## config.mk

```make
export PLATFORM = sky130hd
export DESIGN_NAME = bus_arbiter
export DESIGN_NICKNAME = d
export VERILOG_FILES = /design/src/rtl/bus_arbiter.sv
export SDC_FILE = /design/constraint.sdc
export NUM_CORES = 1
export LEC_CHECK = 0
export CAP_MARGIN = 5
export CORE_MARGIN = 2
export CORE_UTILIZATION = 56
export CTS_BUF_LIST = sky130_fd_sc_hd__clkbuf_8
export DETAILED_ROUTE_END_ITERATION = 16
export PLACE_DENSITY = 0.86
export SLEW_MARGIN = 10
export SYNTH_ARGS = -nofsm -noshare
export SYNTH_HDL_FRONTEND = slang
export SYNTH_SLANG_ARGS = --single-unit
```

## constraint.sdc

```tcl
create_clock -name clk -period 6.55 [get_ports clk]
set_input_delay 0.655 -clock clk [delete_from_list [all_inputs] [get_ports clk]]
set_output_delay 0.655 -clock clk [all_outputs]
set_load 0.02 [all_outputs]
```

## src/rtl/bus_arbiter.sv

```systemverilog
// Round-robin arbiter for the LC-3 global datapath bus.
//
// Shares the bus between NREQ drivers (PC, MARMUX, ALU, MDR, ...). One owner at a time
// holds a registered one-hot grant. Ownership ends on the owner's done pulse, when it drops
// its request, or after MAXHOLD consecutive cycles. Every release is followed by one idle
// turnaround cycle before the next grant is issued.
//
// Ports:
//   clk        system clock, rising-edge active
//   rst        synchronous active-high reset
//   req        per-requester level-sensitive bus request
//   done       per-requester release pulse (only the current owner's bit is used)
//   grant      registered one-hot grant, zero while the bus is idle
//   sel        registered index of the current or most recent owner (bus mux select)
//   bus_valid  registered, high exactly while grant is non-zero
//   timeout    registered one-cycle pulse when a grant is revoked by MAXHOLD expiry
module bus_arbiter #(
  parameter int unsigned NREQ    = 4,
  parameter int unsigned SELSIZE = 2,
  parameter int unsigned MAXHOLD = 8
) (
  input  logic               clk,
  input  logic               rst,
  input  logic [NREQ-1:0]    req,
  input  logic [NREQ-1:0]    done,
  output logic [NREQ-1:0]    grant,
  output logic [SELSIZE-1:0] sel,
  output logic               bus_valid,
  output logic               timeout
);

  localparam int unsigned        HoldW   = $clog2(MAXHOLD + 1);
  localparam logic [HoldW-1:0]   HoldMax = HoldW'(MAXHOLD);
  // Reset pointer at the last index so requester 0 wins the first arbitration.
  localparam logic [SELSIZE-1:0] LastRst = SELSIZE'(NREQ - 1);

  typedef enum logic [0:0] {
    StIdle,
    StOwn
  } state_e;

  state_e             state_q, state_d;
  logic [NREQ-1:0]    grant_q, grant_d;
  logic [SELSIZE-1:0] sel_q, sel_d;
  logic [SELSIZE-1:0] last_q, last_d;
  logic [HoldW-1:0]   hold_cnt_q, hold_cnt_d;
  logic               bus_valid_q, bus_valid_d;
  logic               timeout_q, timeout_d;

  // Round-robin search: scan last+1, last+2, ... modulo NREQ (not modulo 2**SELSIZE),
  // so indices >= NREQ are never visited.
  logic               win_found;
  logic [SELSIZE-1:0] win_idx;
  int unsigned        cand;

  always_comb begin
    win_found = 1'b0;
    win_idx   = '0;
    cand      = 0;
    for (int unsigned i = 1; i <= NREQ; i++) begin
      cand = (32'(last_q) + i) % NREQ;
      if (!win_found && (|(req & (NREQ'(1) << cand)))) begin
        win_found = 1'b1;
        win_idx   = SELSIZE'(cand);
      end
    end
  end

  // Owner-side release terms; sel_q always holds the owner index while in StOwn.
  logic own_req;
  logic own_done;
  logic hold_max;
  logic release_own;

  assign own_req     = |(req & (NREQ'(1) << sel_q));
  assign own_done    = |(done & (NREQ'(1) << sel_q));
  assign hold_max    = (hold_cnt_q == HoldMax);
  assign release_own = own_done | ~own_req | hold_max;

  always_comb begin
    state_d    = state_q;
    grant_d    = grant_q;
    sel_d      = sel_q;
    last_d     = last_q;
    hold_cnt_d = hold_cnt_q;
    timeout_d  = 1'b0;

    unique case (state_q)
      StIdle: begin
        grant_d = '0;
        if (win_found) begin
          state_d    = StOwn;
          grant_d    = NREQ'(1) << win_idx;
          sel_d      = win_idx;
          last_d     = win_idx;
          hold_cnt_d = HoldW'(1);
        end
      end
      StOwn: begin
        if (release_own) begin
          // Dropping to idle for one cycle is the bus turnaround.
          state_d    = StIdle;
          grant_d    = '0;
          hold_cnt_d = '0;
          // Only a pure expiry is flagged; done or a dropped request takes precedence.
          timeout_d  = hold_max & own_req & ~own_done;
        end else begin
          hold_cnt_d = hold_cnt_q + HoldW'(1);
        end
      end
      default: begin
        state_d    = StIdle;
        grant_d    = '0;
        hold_cnt_d = '0;
      end
    endcase

    bus_valid_d = |grant_d;
  end

  always_ff @(posedge clk) begin
    if (rst) begin
      state_q     <= StIdle;
      grant_q     <= '0;
      sel_q       <= '0;
      last_q      <= LastRst;
      hold_cnt_q  <= '0;
      bus_valid_q <= 1'b0;
      timeout_q   <= 1'b0;
    end else begin
      state_q     <= state_d;
      grant_q     <= grant_d;
      sel_q       <= sel_d;
      last_q      <= last_d;
      hold_cnt_q  <= hold_cnt_d;
      bus_valid_q <= bus_valid_d;
      timeout_q   <= timeout_d;
    end
  end

  assign grant     = grant_q;
  assign sel       = sel_q;
  assign bus_valid = bus_valid_q;
  assign timeout   = timeout_q;

endmodule

```

==> flow_summary.yaml <==
floorplan:
  fp.dieH_um: 44.4
  start_util_pct: 59.9
  row_count: 14
  die_area_um2: 1970
  pin_count: 18
  dieWidth_um: 44.4
  coreArea_um2: 1520
setup_path:
  critPathArrivalTime_ns: 2.57
  cp_cell_sequence: "clkdlybuf4s50_1, a22o_2, a221o_1, a31oi_1, o22ai_1, a32o_1"
  required_ns: 6.69
  crit_path_start_kind: "input pin"
  reg2reg_depth: 7
  worstPathMaxFanout: 6
  endpoint_kind: "flop"
  cp_slowest_cell: "clkdlybuf4s50_1"
  critPathMaxStageDelay_ns: 0.51
  worst-setup-path-type: "input pin to flop"
global_routing:
  grt_max_degree: 13
  grt_overflow_total: 0
  track_usage_pct: 24.3
  antenna_found_initial: 0
  grt_pass1_wl_mm: 3.51
  grt_pass1_vias: 819
pwr:
  comb_power_share_pct: 58.9
  clkPwrFrac_pct: 13.6
  leakagePower_uw: 0.000441
  p_seq_share_pct: 27.5
  swShare_pct: 44.8
  p_int_uw: 296
  p_switching_uw: 240
  vdd_ir_drop_max_v: 0.000315
  cellPowerDensity_nw_per_um2: 469
sta:
  tightestPinTransition_ns: 0.441
  max_freq_mhz: 411
  relSlewSlack_pct: 70.5
  rsz0062_at_grt: "no"
  finalHoldViolations: 0
  drv_slew: 0
  finClkSkew_ns: 0.00279
  layout_setup_ws_ns: 4.12
  min_period_ns: 2.43
  period_share_pct: 37.2
  setup_viol: 0
  hold_slack_ns: 0.492
  fin_tns_setup_ns: 0
route:
  ant_nets: 0
  vias: 889
  first_iter_violations: 26
  dr.pass1.iters: 4
  wire_per_inst_um: 15.8
  wl_mm: 2.12
  vias_per_cell: 6.63
  drc: 0
clock_tree:
  cts_root_buffer: "clkbuf_8"
  post-cts-setup-buffer-count: 0
  cts.sinks: 15
  clockBufferDepth: 2
  clk_pin_slew_ns: 0.06
  postCtsHoldBufs: 0
  clkLatencyLatePin_ns: 0.25
  cts_resized: 0
  htreeDepth: 1
  cts_made_buffers: 3
  tritoncts: "yes"
run:
  cap_violations: 0
outcome:
  run_status: "complete, no violations"
yosys:
  syn_area_per_cell_um2: 9.31
  ys_types: 36
  synth-seq-cells: 15
  synth_nets: 114
  ys_warn_count: 0
  syn_inst: 98
  synth_area_um2: 912
  ys_seq_area_share_pct: 32.9
final_layout:
  fin_util_pct: 75.0
  final_cell_mix: "clkdlybuf4s50_1, dfxtp_1, nor2_1"
  layout.nets: 135
  areaGrowthSynthToFinish_pct: 25.4
  num_antenna_cells: 0
  drive_gt1_share_pct: 9.32
  fillerInstances: 112
  final_common_cell: "clkdlybuf4s50_1"
hold_path:
  min_path_type: "flop to flop"
  whs_path_depth: 1
placed_design:
  portBuffers: 17
  dp_slack_ns: 3.87
  gp_congestion: 0.809
  dp_hpwl_mm: 1.64
==> worst paths after layout <==
kind | slack, ns | from | endpoint
max | 4.12 | req[1] | grant[2]
min | 0.49 | grant[3] | grant[3]
max reg2reg | 4.16 | last_q[0] | grant[2]
min reg2reg | 0.49 | grant[3] | grant[3]
==> layout make-up <==
cell class | count | area, µm² | area share (%)
Tap cell | 16 | 20.0 | 1.75
Multi-Input combinational cell | 76 | 586 | 51.2
Inverter | 6 | 22.5 | 1.97
Sequential cell | 15 | 300 | 26.3
Clock inverter | 1 | 3.75 | 0.328
Timing Repair Buffer | 17 | 170 | 14.9
Clock buffer | 3 | 41.3 | 3.61
==> critical path: cells and delay by family <==
kind	cells	cell delay (ns)
AO/OA/AOI/OAI	5	1.41
buffers and inverters	1	0.51
==> cell usage after synthesis, drive strengths merged <==
library cell | instances | area (µm²)
a211oi | 1 | 12.5
a21oi | 6 | 30.0
a221o | 2 | 20.0
a221oi | 2 | 23.8
a22o | 2 | 18.8
a22oi | 4 | 30.0
a31oi | 3 | 18.8
a32o | 5 | 50.1
a32oi | 1 | 8.76
clkbuf | 1 | 3.75
dfxtp | 15 | 300
ha | 6 | 75.1
inv | 6 | 22.5
mux2i | 2 | 20.0
mux4 | 1 | 22.5
nand2 | 5 | 18.8
nand2b | 4 | 25.0
nand3 | 2 | 10.0
nand3b | 1 | 7.51
nor2 | 9 | 36.3
nor3 | 5 | 30.0
nor3b | 1 | 7.51
nor4 | 4 | 31.3
o21a | 1 | 7.51
o22ai | 2 | 12.5
o2bb2ai | 1 | 8.76
o31a | 1 | 8.76
o31ai | 2 | 15.0
o41a | 1 | 21.3
or2b | 1 | 7.51
or4 | 1 | 7.51
==> routing by layer <==
metal  routed length, µm  up-vias  share of wire [%]  track usage (%)
met3                 160        4                7.6             6.94
met1                 971      419                 46             30.7
li1                    -      430                  -                -
met5                   0        -                  0                0
met2                 963       36                 45             40.3
met4                  21        0               0.99             7.27
==> through the flow <==
stage / std cells / cell area [µm²] / total power (µW)
floorplan: 98 / 912 / 374
global placement: 130 / 1100 / 452
detailed placement: 130 / 1100 / 462
CTS: 134 / 1140 / 536
global route: 134 / 1140 / 574
finish: 134 / 1140 / 537
==> power by group through the flow <==
stage / logic [µW] / registers (µW) / clock network, µW
2_1_floorplan: 212 / 162 / 0
3_3_place_gp: 305 / 147 / 0
3_5_place_dp: 314 / 148 / 0
4_1_cts: 314 / 147 / 74.1
5_1_grt: 344 / 151 / 78.8
6_report: 316 / 148 / 72.9
==> logic make-up (layout without fill, tap and decap cells) <==
family	count (synthesis)	count (layout)	synth area share, %
buf+inv	7	27	2.88
fa+ha+maj	6	6	8.23
flops	15	15	32.9
compound gates	34	34	31.4
simple gates	33	33	19.9
mux	3	3	4.66
==> sequential cells by signal, indices dropped and copies added (netlist names) <==
name,flops
grant,4
hold_cnt_q,4
last_q,2
sel,2
bus_valid,1
state_q,1
timeout,1
Note: power is estimated with default switching activity, not from simulation.
